===== config.mk =====
export PLATFORM = sky130hd
export DESIGN_NAME = snn_step_ctrl_flat
export DESIGN_NICKNAME = d
export VERILOG_FILES = /design/src/rtl/snn_pkg.sv /design/src/rtl/snn_step_ctrl_if.sv /design/src/rtl/snn_calc_wdt.sv /design/src/rtl/snn_step_ctrl.sv /design/src/flat_wrapper.sv
export SDC_FILE = /design/constraint.sdc
export NUM_CORES = 1
export LEC_CHECK = 0
export ABC_CLOCK_PERIOD_IN_PS = 4800
export CORE_MARGIN = 2
export CORE_UTILIZATION = 58
export DETAILED_ROUTE_END_ITERATION = 16
export GPL_ROUTABILITY_DRIVEN = 0
export PLACE_DENSITY = 0.86
export SYNTH_ARGS = -nofsm -noshare
export SYNTH_HDL_FRONTEND = slang
export SYNTH_SLANG_ARGS = --single-unit

===== constraint.sdc =====
create_clock -name clk_i -period 4.8 [get_ports clk_i]
set_input_delay 0.96 -clock clk_i [delete_from_list [all_inputs] [get_ports clk_i]]
set_output_delay 0.96 -clock clk_i [all_outputs]
set_load 0.02 [all_outputs]

===== src/rtl/snn_pkg.sv =====
// Shared types and constants for the SNN timestep controller and its address decoder.
package snn_pkg;

    localparam int unsigned NUM_CORES = 2;

    // enable_calc bit encoding, identical to the address decoder's view
    localparam logic [NUM_CORES-1:0] EN_CALC_NONE  = 2'b00;
    localparam logic [NUM_CORES-1:0] EN_CALC_CORE0 = 2'b01;
    localparam logic [NUM_CORES-1:0] EN_CALC_CORE1 = 2'b10;
    localparam logic [NUM_CORES-1:0] EN_CALC_ALL   = 2'b11;

    typedef enum logic [2:0] {
        ST_IDLE   = 3'd0,
        ST_LOAD   = 3'd1,
        ST_CALC   = 3'd2,
        ST_DRAIN  = 3'd3,
        ST_FINISH = 3'd4
    } state_e;

    function automatic logic mask_covered(input logic [NUM_CORES-1:0] seen,
                                          input logic [NUM_CORES-1:0] mask);
        return (seen & mask) == mask;
    endfunction

endpackage


===== src/rtl/snn_step_ctrl_if.sv =====
// Host/core handshake bundle of the SNN timestep controller; the host side is master.
interface snn_step_ctrl_if #(
    parameter int unsigned STEP_W = 16
);
    import snn_pkg::*;

    logic                 start_i;
    logic                 abort_i;
    logic [STEP_W-1:0]    num_steps_i;
    logic [NUM_CORES-1:0] core_mask_i;
    logic                 spike_in_valid_i;
    logic [NUM_CORES-1:0] core_done_i;
    logic                 spike_out_ack_i;

    logic [NUM_CORES-1:0] enable_calc_o;
    logic                 spike_in_req_o;
    logic                 spike_out_valid_o;
    logic [STEP_W-1:0]    step_o;
    logic                 busy_o;
    logic                 done_o;
    logic                 timeout_o;

    modport master (
        output start_i, abort_i, num_steps_i, core_mask_i,
               spike_in_valid_i, core_done_i, spike_out_ack_i,
        input  enable_calc_o, spike_in_req_o, spike_out_valid_o,
               step_o, busy_o, done_o, timeout_o
    );

    modport slave (
        input  start_i, abort_i, num_steps_i, core_mask_i,
               spike_in_valid_i, core_done_i, spike_out_ack_i,
        output enable_calc_o, spike_in_req_o, spike_out_valid_o,
               step_o, busy_o, done_o, timeout_o
    );

endinterface


===== src/rtl/snn_calc_wdt.sv =====
// CALC-phase watchdog: counts consecutive CALC cycles and flags the TIMEOUT-th one.
module snn_calc_wdt #(
    parameter int unsigned TIMEOUT = 1024
) (
    input  logic clk_i,
    input  logic rst_ni,
    input  logic calc_active_i,
    output logic expire_c
);

    localparam int unsigned CNT_W = $clog2(TIMEOUT + 1);

    logic [CNT_W-1:0] cnt_q;

    // restarts from zero on every CALC entry, so each step gets a fresh budget
    always_ff @(posedge clk_i or negedge rst_ni) begin
        if (!rst_ni) begin
            cnt_q <= '0;
        end else if (calc_active_i) begin
            cnt_q <= cnt_q + CNT_W'(1);
        end else begin
            cnt_q <= '0;
        end
    end

    assign expire_c = calc_active_i && (cnt_q == CNT_W'(TIMEOUT - 1));

endmodule


===== src/rtl/snn_step_ctrl.sv =====
// Timestep sequencer for a two-core SNN accelerator: LOAD -> CALC -> DRAIN per step.
// Optional CALC watchdog built in when SNN_CTRL_TIMEOUT_EN is defined.
module snn_step_ctrl
    import snn_pkg::*;
#(
    parameter int unsigned STEP_W  = 16,
    parameter int unsigned TIMEOUT = 1024
) (
    input  logic            clk_i,
    input  logic            rst_ni,
    snn_step_ctrl_if.slave  bus
);

    state_e               state_q, state_d;
    logic [STEP_W-1:0]    steps_q, steps_d;
    logic [STEP_W-1:0]    step_q, step_d;
    logic [NUM_CORES-1:0] mask_q, mask_d;
    logic [NUM_CORES-1:0] seen_q, seen_d;
    logic [NUM_CORES-1:0] en_q, en_d;
    logic                 in_req_q, in_req_d;
    logic                 out_valid_q, out_valid_d;
    logic                 busy_q, busy_d;
    logic                 done_q, done_d;
    logic                 timeout_q, timeout_d;
    logic                 wdt_expire_c;
    logic [NUM_CORES-1:0] hit_c;

`ifdef SNN_CTRL_TIMEOUT_EN
    snn_calc_wdt #(
        .TIMEOUT (TIMEOUT)
    ) u_wdt (
        .clk_i         (clk_i),
        .rst_ni        (rst_ni),
        .calc_active_i (state_q == ST_CALC),
        .expire_c      (wdt_expire_c)
    );
`else
    // TIMEOUT only matters once the watchdog is built in
    assign wdt_expire_c = 1'b0 && (TIMEOUT != 0);
`endif

    assign hit_c = bus.core_done_i & mask_q;

    always_ff @(posedge clk_i or negedge rst_ni) begin
        if (!rst_ni) begin
            state_q <= ST_IDLE;
        end else begin
            state_q <= state_d;
        end
    end

    // next state plus next value of every registered output
    always_comb begin
        state_d     = state_q;
        steps_d     = steps_q;
        step_d      = step_q;
        mask_d      = mask_q;
        seen_d      = seen_q;
        timeout_d   = timeout_q;
        en_d        = EN_CALC_NONE;
        done_d      = 1'b0;
        in_req_d    = 1'b0;
        out_valid_d = 1'b0;
        busy_d      = 1'b0;

        if (bus.abort_i) begin
            state_d = ST_IDLE;
            seen_d  = '0;
        end else begin
            unique case (state_q)
                ST_IDLE: begin
                    if (bus.start_i) begin
                        if ((bus.num_steps_i != '0) && (bus.core_mask_i != '0)) begin
                            state_d   = ST_LOAD;
                            steps_d   = bus.num_steps_i;
                            mask_d    = bus.core_mask_i;
                            step_d    = '0;
                            seen_d    = '0;
                            timeout_d = 1'b0;
                        end else begin
                            done_d = 1'b1;
                        end
                    end
                end
                ST_LOAD: begin
                    if (bus.spike_in_valid_i) begin
                        state_d = ST_CALC;
                        seen_d  = '0;
                        en_d    = mask_q;
                    end
                end
                ST_CALC: begin
                    seen_d = seen_q | hit_c;
                    if (mask_covered(seen_d, mask_q)) begin
                        state_d = ST_DRAIN;
                    end else if (wdt_expire_c) begin
                        state_d   = ST_FINISH;
                        timeout_d = 1'b1;
                    end else begin
                        en_d = mask_q & ~seen_d;
                    end
                end
                ST_DRAIN: begin
                    if (bus.spike_out_ack_i) begin
                        if (step_q == steps_q - STEP_W'(1)) begin
                            state_d = ST_FINISH;
                        end else begin
                            state_d = ST_LOAD;
                            step_d  = step_q + STEP_W'(1);
                            seen_d  = '0;
                        end
                    end
                end
                ST_FINISH: begin
                    state_d = ST_IDLE;
                end
                default: begin
                    state_d = ST_IDLE;
                end
            endcase
        end

        // state-shaped outputs follow the state being entered
        in_req_d    = (state_d == ST_LOAD);
        out_valid_d = (state_d == ST_DRAIN);
        busy_d      = (state_d != ST_IDLE);
        done_d      = done_d || (state_d == ST_FINISH);
    end

    always_ff @(posedge clk_i or negedge rst_ni) begin
        if (!rst_ni) begin
            steps_q     <= '0;
            step_q      <= '0;
            mask_q      <= '0;
            seen_q      <= '0;
            en_q        <= EN_CALC_NONE;
            in_req_q    <= 1'b0;
            out_valid_q <= 1'b0;
            busy_q      <= 1'b0;
            done_q      <= 1'b0;
            timeout_q   <= 1'b0;
        end else begin
            steps_q     <= steps_d;
            step_q      <= step_d;
            mask_q      <= mask_d;
            seen_q      <= seen_d;
            en_q        <= en_d;
            in_req_q    <= in_req_d;
            out_valid_q <= out_valid_d;
            busy_q      <= busy_d;
            done_q      <= done_d;
            timeout_q   <= timeout_d;
        end
    end

    assign bus.enable_calc_o     = en_q;
    assign bus.spike_in_req_o    = in_req_q;
    assign bus.spike_out_valid_o = out_valid_q;
    assign bus.step_o            = step_q;
    assign bus.busy_o            = busy_q;
    assign bus.done_o            = done_q;
    assign bus.timeout_o         = timeout_q;

endmodule


===== src/flat_wrapper.sv =====
// flat-port wrapper written by rule: the top's interface ports become plain ports
module snn_step_ctrl_flat import snn_pkg::*;
#(
    parameter int unsigned STEP_W  = 16,
    parameter int unsigned TIMEOUT = 1024
)
  (clk_i, rst_ni, bus_start_i, bus_abort_i, bus_num_steps_i, bus_core_mask_i, bus_spike_in_valid_i, bus_core_done_i, bus_spike_out_ack_i, bus_enable_calc_o, bus_spike_in_req_o, bus_spike_out_valid_o, bus_step_o, bus_busy_o, bus_done_o, bus_timeout_o);
  snn_step_ctrl_if #(.STEP_W(STEP_W)) bus_i ();
  input  logic clk_i;
  input  logic rst_ni;
  input wire logic [$bits(bus_i.start_i)-1:0] bus_start_i;
  input wire logic [$bits(bus_i.abort_i)-1:0] bus_abort_i;
  input wire logic [$bits(bus_i.num_steps_i)-1:0] bus_num_steps_i;
  input wire logic [$bits(bus_i.core_mask_i)-1:0] bus_core_mask_i;
  input wire logic [$bits(bus_i.spike_in_valid_i)-1:0] bus_spike_in_valid_i;
  input wire logic [$bits(bus_i.core_done_i)-1:0] bus_core_done_i;
  input wire logic [$bits(bus_i.spike_out_ack_i)-1:0] bus_spike_out_ack_i;
  output wire logic [$bits(bus_i.enable_calc_o)-1:0] bus_enable_calc_o;
  output wire logic [$bits(bus_i.spike_in_req_o)-1:0] bus_spike_in_req_o;
  output wire logic [$bits(bus_i.spike_out_valid_o)-1:0] bus_spike_out_valid_o;
  output wire logic [$bits(bus_i.step_o)-1:0] bus_step_o;
  output wire logic [$bits(bus_i.busy_o)-1:0] bus_busy_o;
  output wire logic [$bits(bus_i.done_o)-1:0] bus_done_o;
  output wire logic [$bits(bus_i.timeout_o)-1:0] bus_timeout_o;
  assign bus_i.start_i = bus_start_i;
  assign bus_i.abort_i = bus_abort_i;
  assign bus_i.num_steps_i = bus_num_steps_i;
  assign bus_i.core_mask_i = bus_core_mask_i;
  assign bus_i.spike_in_valid_i = bus_spike_in_valid_i;
  assign bus_i.core_done_i = bus_core_done_i;
  assign bus_i.spike_out_ack_i = bus_spike_out_ack_i;
  assign bus_enable_calc_o = bus_i.enable_calc_o;
  assign bus_spike_in_req_o = bus_i.spike_in_req_o;
  assign bus_spike_out_valid_o = bus_i.spike_out_valid_o;
  assign bus_step_o = bus_i.step_o;
  assign bus_busy_o = bus_i.busy_o;
  assign bus_done_o = bus_i.done_o;
  assign bus_timeout_o = bus_i.timeout_o;
  snn_step_ctrl #(.STEP_W(STEP_W), .TIMEOUT(TIMEOUT)) u_core (.clk_i(clk_i), .rst_ni(rst_ni), .bus(bus_i));
endmodule

After elaboration in Yosys (flattened, before gate mapping)
Cells that the tools add are included.
{"block": "word_totals", "out_inout_bits": 23, "in_bits": 26, "regBits": 45, "wordCells": 74}
{"block": "classes", "n_eq_ne": 17, "n_reduce_logical": 11, "add_sub_neg": 2, "n_mux": 28, "n_bitwise": 6}
{"cell": "two-way mux 16 bit", "count": 4}
{"cell": "one-hot mux 16 bit (2 select lines)", "count": 1}
{"cell": "two-way mux 3 bit", "count": 7}
{"cell": "two-way mux 2 bit", "count": 9}
{"cell": "adder 16 x 1 -> 16 bit (second input constant)", "count": 1}
{"cell": "== test 16 bit", "count": 1}
{"cell": "nonzero test 16 bit", "count": 1}
{"cell": "subtractor 16 x 1 -> 16 bit (second input constant)", "count": 1}
{"cell": "!= test 3 bit (second input constant)", "count": 4}
{"cell": "one-hot mux 3 bit (4 select lines)", "count": 1}
{"cell": "AND reduction 6 bit", "count": 2}
{"cell": "== test 3 x 2 -> 1 bit (second input constant)", "count": 3}
{"cell": "one-hot mux 2 bit (4 select lines)", "count": 1}
{"cell": "bitwise AND 2 bit", "count": 3}
{"cell": "== test 3 x 1 -> 1 bit (second input constant)", "count": 2}
{"cell": "!= test 2 bit (second input constant)", "count": 3}
{"cell": "nonzero test 5 bit", "count": 1}
{"cell": "two-way mux 1 bit", "count": 4}
{"cell": "one-hot mux 2 bit (2 select lines)", "count": 1}
{"cell": "AND reduction 4 bit", "count": 1}
{"cell": "nonzero test 2 bit", "count": 2}
{"cell": "== test 3 bit (second input constant)", "count": 1}
{"cell": "zero test 3 bit", "count": 1}
{"cell": "!= test 3 x 2 -> 1 bit (second input constant)", "count": 1}
{"cell": "8 further kinds", "count": 8}

Logic depth before layout (Yosys ltp)
{"block": "logic_depth", "depth_word": 9, "depth_mapped": 11, "depth_no_buf": 9}

Least setup slack after synthesis
Ideal clock, no wire load.
{"block": "synth_path", "kind": "register to register", "from": "reg u_core.steps_q[0]", "to": "reg u_core.step_q[4], in the netlist u_core.bus.step_o[4]", "path_buffers": 2, "arrival_time_ps": 2958, "setup_ps": 76, "synth_period_minus_slack_ps": 3034, "required_time_ps": 4724, "setup_slack_ps": 1766, "stages_incl_launch_ff": 12, "path_cell_list": "dfrtp_1 > inv_1 > ha_1 > or4b_1 > or3_1 > a32o_1 > or4_4 > nor4b_4 > buf_6 > buf_8 > o21ai_2 > a21oi_2"}
{"block": "synth_between", "elab_chain_cells": 4}
{"element": "start, declared", "line_no": "snn_step_ctrl.sv:15", "text": "logic [STEP_W-1:0] steps_q, steps_d;"}
{"element": "start signal, assigned", "line_no": "snn_step_ctrl.sv:143", "text": "steps_q <= steps_d;"}
{"element": "subtractor 16 x 1 -> 16 bit", "line_no": "snn_step_ctrl.sv:105", "text": "if (step_q == steps_q - STEP_W'(1)) begin"}
{"element": "== test 16 bit", "line_no": "snn_step_ctrl.sv:105"}
{"element": "!= test 2 bit (no source line)"}
{"element": "AND reduction 6 bit (no source line)"}
{"element": "end signal, assigned", "line_no": "snn_step_ctrl.sv:144", "text": "step_q <= step_d;"}
{"element": "end, declared", "line_no": "snn_step_ctrl.sv:16", "text": "logic [STEP_W-1:0] step_q, step_d;"}
No other way between the ends.
A chain may end at the register's enable or synchronous reset.

Worst setup path after layout
{"block": "layout_path", "from": "reg u_core.steps_q[0]", "to": "reg u_core.step_q[13], in the netlist u_core.bus.step_o[13]"}
The elaborated chain is that of the path after synthesis.

==> flow_summary.toml <==
[synthesis]
synth_top_family_by_area = "simple AND/OR/NAND/NOR gates"
yosysWarnings = 0
synth-edff-count = 0
synth_area_mm2 = 0.00287
synth_fa_ha_area_frac = 0.00871
synth_xor_area_frac = 0.0670
yosysSeqAreaShare = 0.392
synth_area_leaders = "dfrtp_1 39%, nand2_1 8.4%, xnor2_1 4.9%"
ys_async_sr_fraction = 1.00
synth-main-ff-cell = "dfrtp_1"
synth-seq-cells = 45
synth_top_area_frac = 0.392
synth_compound_area_frac = 0.163
synth_area_per_cell_um2 = 8.68
yosys.area_share.simple = 0.308
yosys.area.top_type = "dfrtp_1"
netlist_instances = 331
syn_nets = 359
synth.distinct_cells = 55
synth.area.mux_share = 0.0109

[power]
seqPwrFrac = 0.444
netSwitchingFraction = 0.339
static-leakage-power_uw = 0.00139
irDropWorstVdd_uv = 178
net-switching-power_uw = 377
powerDensity_mw_per_mm2 = 322
pwr-share-clk = 0.266
power_frac_comb = 0.290
internal_power_uw = 737

[global_routing]
antenna_found_initial = 0
grt_pass1_wl_um = 11200
grt-ovfl-total = 0
grt_max_degree = 46
grt_pass1_vias = 2384
track_usage = 0.258

[finish]
syn2layout_area_growth_pct = 20.2
mostFrequentLayoutCells = "64 x nand2_1, 46 x clkdlybuf4s50_1, 45 x dfrtp_1, 16 x xnor2_1, 14 x or3_1"
diodes = 0
post-route-cell-area_mm2 = 0.00346
fillers = 354
seq_area_mm2 = 0.00113
nets = 397
multi_input_area_mm2 = 0.00161
drive_gt1_frac = 0.0838
final_common_cell = "nand2_1"

[clock_network]
numCtsBuffers = 5
clkTransAtPathRegs_ns = 0.08
ctsHoldBuffers = 0
cts_max_level = 2
clk_path_buf_depth = 2
cts_tree = "yes"
insertion_delay_ns = 0.29
cts_sinks = 45
ctsResizeCount = 0
clockRootBuffer = "clkbuf_8"
cts_setup_buffers = 0

[worst_setup_path]
start_kind = "flop"
cp_max_fo = 31
cp-end-kind = "flop"
rr_worst_depth = 10
crit_type = "flop to flop"
worstPathArrival_ns = 3.52
ff2ff_setup_slack_ns = 1.40
cp.required_ns = 4.92

[drt]
vias = 2648
wirelength_um = 6790
dr.first_iter.drc_count = 194
wl_per_cell_um = 15.5
drtPass1Iterations = 5
drtAntennaViolNets = 0
vias_per_cell = 6.06
drc_errors = 0

[floorplanning]
core_mm2 = 0.00475
die_y_um = 74.4
ios = 49
start_util = 0.604
rows = 25
die_w_um = 74.4
die_area_mm2 = 0.00553

[sta]
max_slew_margin = 0.219
maxSlewViolCount = 0
grt_setup_unrepaired = "no"
period_share = 0.709
finalCriticalPeriod_ns = 3.40
setup_tns_ns = 0
tightestPinTransition_ns = 1.17
finalClockSkew_ns = 0.00644
final-hold-violation-count = 0
setup_viol = 0
max_freq_mhz = 294

[min_path]
hold_class = "flop to flop"
whs_path_depth = 2

[placement]
place_hpwl_um = 4830
place_area_mm2 = 0.00334
port_buffers = 47

[outcome]
status = "complete, no violations"

[job]
max-cap-violations = 0
-- per-stage QoR --
step / util / hold WS [ns] / total power [µW] / std cells / worst slack [ns]
after floorplan: - / 0.467 / 725 / 331 / 1.77
after detailed placement: 0.702 / 0.483 / 815 / 429 / 1.25
final: 0.727 / 0.504 / 1110 / 437 / 1.40
after CTS: 0.727 / 0.504 / 1110 / 437 / 1.44
after global placement: 0.702 / 0.485 / 804 / 429 / 1.27
after global routing: 0.727 / 0.534 / 1170 / 437 / 1.24
-- area by class of cell --
class / instances / area share
clock buffers: 7 / 0.0250
clock inverters: 1 / 0.00869
inverters: 10 / 0.0109
multi-input cells: 258 / 0.466
flip-flops and latches: 45 / 0.326
well taps: 67 / 0.0243
repair buffers: 49 / 0.139
-- synthesized netlist by cell type, drive strengths merged (2+ instances only) --
master	n
o41ai	3
nor3	9
o21ai	19
nor4	12
nor2	13
and2	2
ha	2
nor4b	3
xor2	6
or3	14
a21oi	19
a22oi	2
o21a	2
nand3	9
or4	8
a211oi	4
a31oi	2
o31ai	2
xnor2	16
nand4	7
o211ai	6
dfrtp	45
buf	7
and3	5
nand2b	3
o2111ai	2
nor3b	6
nand3b	2
mux2i	2
inv	10
nand2	65
clkbuf	11
-- final timing paths --
path,startpoint,endpoint
worst max-delay path,u_core.steps_q[0],u_core.bus.step_o[13]
worst min-delay path,u_core.steps_q[15],u_core.steps_q[15]
worst max register to register,u_core.steps_q[0],u_core.bus.step_o[13]
worst min register to register,u_core.steps_q[15],u_core.steps_q[15]
max in group asynchronous,rst_ni,u_core.bus.step_o[6]
min in group asynchronous,rst_ni,u_core.steps_q[14]
-- power by group through the flow --
stage | Combinational (µW) | Clock, µW | Sequential (µW)
2_1_floorplan | 259 | 0 | 467
3_3_place_gp | 306 | 0 | 498
3_5_place_dp | 314 | 0 | 501
4_1_cts | 318 | 297 | 493
5_1_grt | 356 | 313 | 503
6_report | 323 | 296 | 495
-- cell families (layout without fill, tap and decap cells) --
family	Yosys count	after routing
fa+ha+maj	2	2
compound gates	67	67
flops	45	45
simple gates	163	163
xor+xnor	22	22
other cells	1	1
buf+inv	28	67
mux	3	3
-- flip-flops by register name, summed over array words and instances (netlist names) --
| name | cells |
|---|---|
| u_core.bus.enable_calc_o | 2 |
| u_core.bus.busy_o | 1 |
| u_core.bus.spike_out_valid_o | 1 |
| u_core.mask_q | 2 |
| u_core.seen_q | 2 |
| u_core.state_q | 3 |
| u_core.steps_q | 16 |
| u_core.bus.done_o | 1 |
| u_core.bus.spike_in_req_o | 1 |
| u_core.bus.step_o | 16 |
-- worst max-delay path, cell delays in order, from the launching register on --
cell	delay [ns]
dfrtp_1	0.47
inv_1	0.11
ha_1	0.25
or4b_1	0.48
or3_1	0.36
a32o_1	0.22
or4_4	0.51
nor4b_4	0.26
buf_4	0.34
or4_1	0.17
a21oi_1	0.06
-- layer usage --
| layer | global-route usage | vias to the layer above | wire (µm) |
|---|---|---|---|
| met5 | 0 | - | 0 |
| met4 | 0.0714 | 0 | 142 |
| met3 | 0.0393 | 11 | 363 |
| met2 | 0.396 | 87 | 3140 |
| met1 | 0.382 | 1277 | 3150 |
| li1 | - | 1273 | - |
(Power assumes the default switching activity.)
==> RTL edit: new RTL, config.mk and constraints unchanged <==
Build with the macro `SNN_CTRL_TIMEOUT_EN` defined.
--- a/src/rtl/snn_step_ctrl.sv
+++ b/src/rtl/snn_step_ctrl.sv
@@ -1,5 +1,7 @@
 // Timestep sequencer for a two-core SNN accelerator: LOAD -> CALC -> DRAIN per step.
 // Optional CALC watchdog built in when SNN_CTRL_TIMEOUT_EN is defined.
+`define SNN_CTRL_TIMEOUT_EN
+
 module snn_step_ctrl
     import snn_pkg::*;
 #(
Function: no difference found for any inputs over 4 cycles, from zero or initial values and one cycle with rst_ni low; that may be too few to reach the edited logic, so the function may still have changed.
==> RTL edit against the original RTL <==
  * Global-route usage rose by 2.3 points
  * Setup slack got worse by 0.38 ns
  * Die area rose by 13%
  * Synthesized area rose by 14%
  * Hold slack got worse by 0.018 ns
  * Via count rose by 12%
  * Sequential cell count rose by 12
  * Routed wire length rose by 21%
  * Cell area rose by 15%
  * First-iteration DRC count rose by 3.1%
  * Total power rose by 26%
  * Sequential power rose by 18%
==> RTL edit: results <==
{
  "crit_start": "u_core.steps_q[7]$_DFFE_PN0P_",
  "status": "finished clean",
  "grt_util_all_layers_pct": 28.08,
  "worstPathArrival_ns": 3.97,
  "cts_max_level": 3,
  "cts-root-buf": "clkbuf_8",
  "synth_area_leaders": "dfrtp_1, nand2_1, xor2_1",
  "slowest_delay_ns": 0.90,
  "worst_pin_slew_ns": 1.012,
  "placedCellCount": 476,
  "hp-class": "reg -> reg",
  "pre_cts_slack_ns": 0.9354,
  "num_vias": 2962,
  "drt-pass1-iter-count": 5,
  "leakage_nw": 1.698,
  "setup_violations": 0,
  "ys_types": 59,
  "fin_crit_sh_pct": 78.74,
  "r2r_slack_ns": 1.02,
  "drt-initial-drc-count": 200,
  "avgSynthCellArea_sq_um": 8.867,
  "numCtsBuffers": 9,
  "antenna_found_initial": 0,
  "grt_max_degree": 58,
  "wl_per_cell_um": 16.75,
  "drive_gt1_share_pct": 9.524,
  "ys.flop_type": "dfrtp_1",
  "hp-start": "u_core.u_wdt.cnt_q[0]$_DFF_PN0_",
  "vdd_drop_max_uv": 205.7,
  "cts_buffer_depth": 2,
  "finClkSkew_ns": 0.006739,
  "power.density_nw_per_um2": 355.7,
  "place_hpwl_um": 5664,
  "slowest_stage": "o31ai_4",
  "clkLatencyLatePin_ns": 0.35,
  "cts_setup_buffers": 0,
  "synthArstFlopShare_pct": 100.0,
  "synth_seq_area_share_pct": 43.71,
  "grt_pass1_wl_um": 13460,
  "port_buffers": 48,
  "synth_nets": 397,
  "tns_ns": 0,
  "grt_pass1_vias": 2815,
  "fin_nets": 444,
  "whs_ns": 0.4860,
  "synth_common_cells": "nand2_1, dfrtp_1, nor2_1",
  "avgViaCountPerCell": 6.020
}
[RTL edit: logic make-up after synthesis]
family,count (synthesis),synth area share [%]
compound gates,73,15.61
xor+xnor,27,7.247
fa+ha+maj,3,1.150
buf+inv,27,4.870
flops,57,43.71
mux,2,0.6135
simple gates,179,26.80
[RTL edit: cell type report]
| type | instances | area, sq um |
|---|---|---|
| inverter | 13 | 48.80 |
| tap | 72 | 90.09 |
| fill | 429 | 1511 |
| clock inverter | 6 | 90.09 |
| multi-input combinational | 284 | 1678 |
| timing repair buffer | 50 | 490.5 |
| sequential | 57 | 1426 |
| clock buffer | 10 | 137.6 |
[RTL edit: path summary, 6_finish.rpt]
kind / to / cells past startpoint
min reg2reg: u_core.u_wdt.cnt_q[0]$_DFF_PN0_ / 1
min in group asynchronous: u_core.bus.step_o[3]$_DFFE_PN0P_ / 2
max reg2reg: u_core.bus.step_o[9]$_DFFE_PN0P_ / 8
max: u_core.bus.step_o[9]$_DFFE_PN0P_ / 8
min: u_core.u_wdt.cnt_q[0]$_DFF_PN0_ / 1
max in group asynchronous: u_core.steps_q[0]$_DFFE_PN0P_ / 2
[RTL edit: through the flow]
step / cell area (sq um) / utilization, %
final: 3961 / 72.38
after global routing: 3961 / 72.38
after CTS: 3961 / 72.38
after detailed placement: 3734 / 68.22
after global placement: 3734 / 68.22
after floorplan: 3263 / -
[RTL edit: layer usage]
metal / part of all wire (%) / up-vias / global-route usage, %
li1: - / 1392 / -
met1: 44 / 1441 / 39.31
met2: 48 / 118 / 43.14
met3: 6.4 / 11 / 5.000
met4: 1.6 / 0 / 12.07
met5: 0 / - / 0
[RTL edit: report_power, final]
group	total (mW)	switching, mW	internal, mW
logic	0.298	0.171	0.128
clock network	0.525	0.217	0.308
registers	0.586	0.0615	0.524
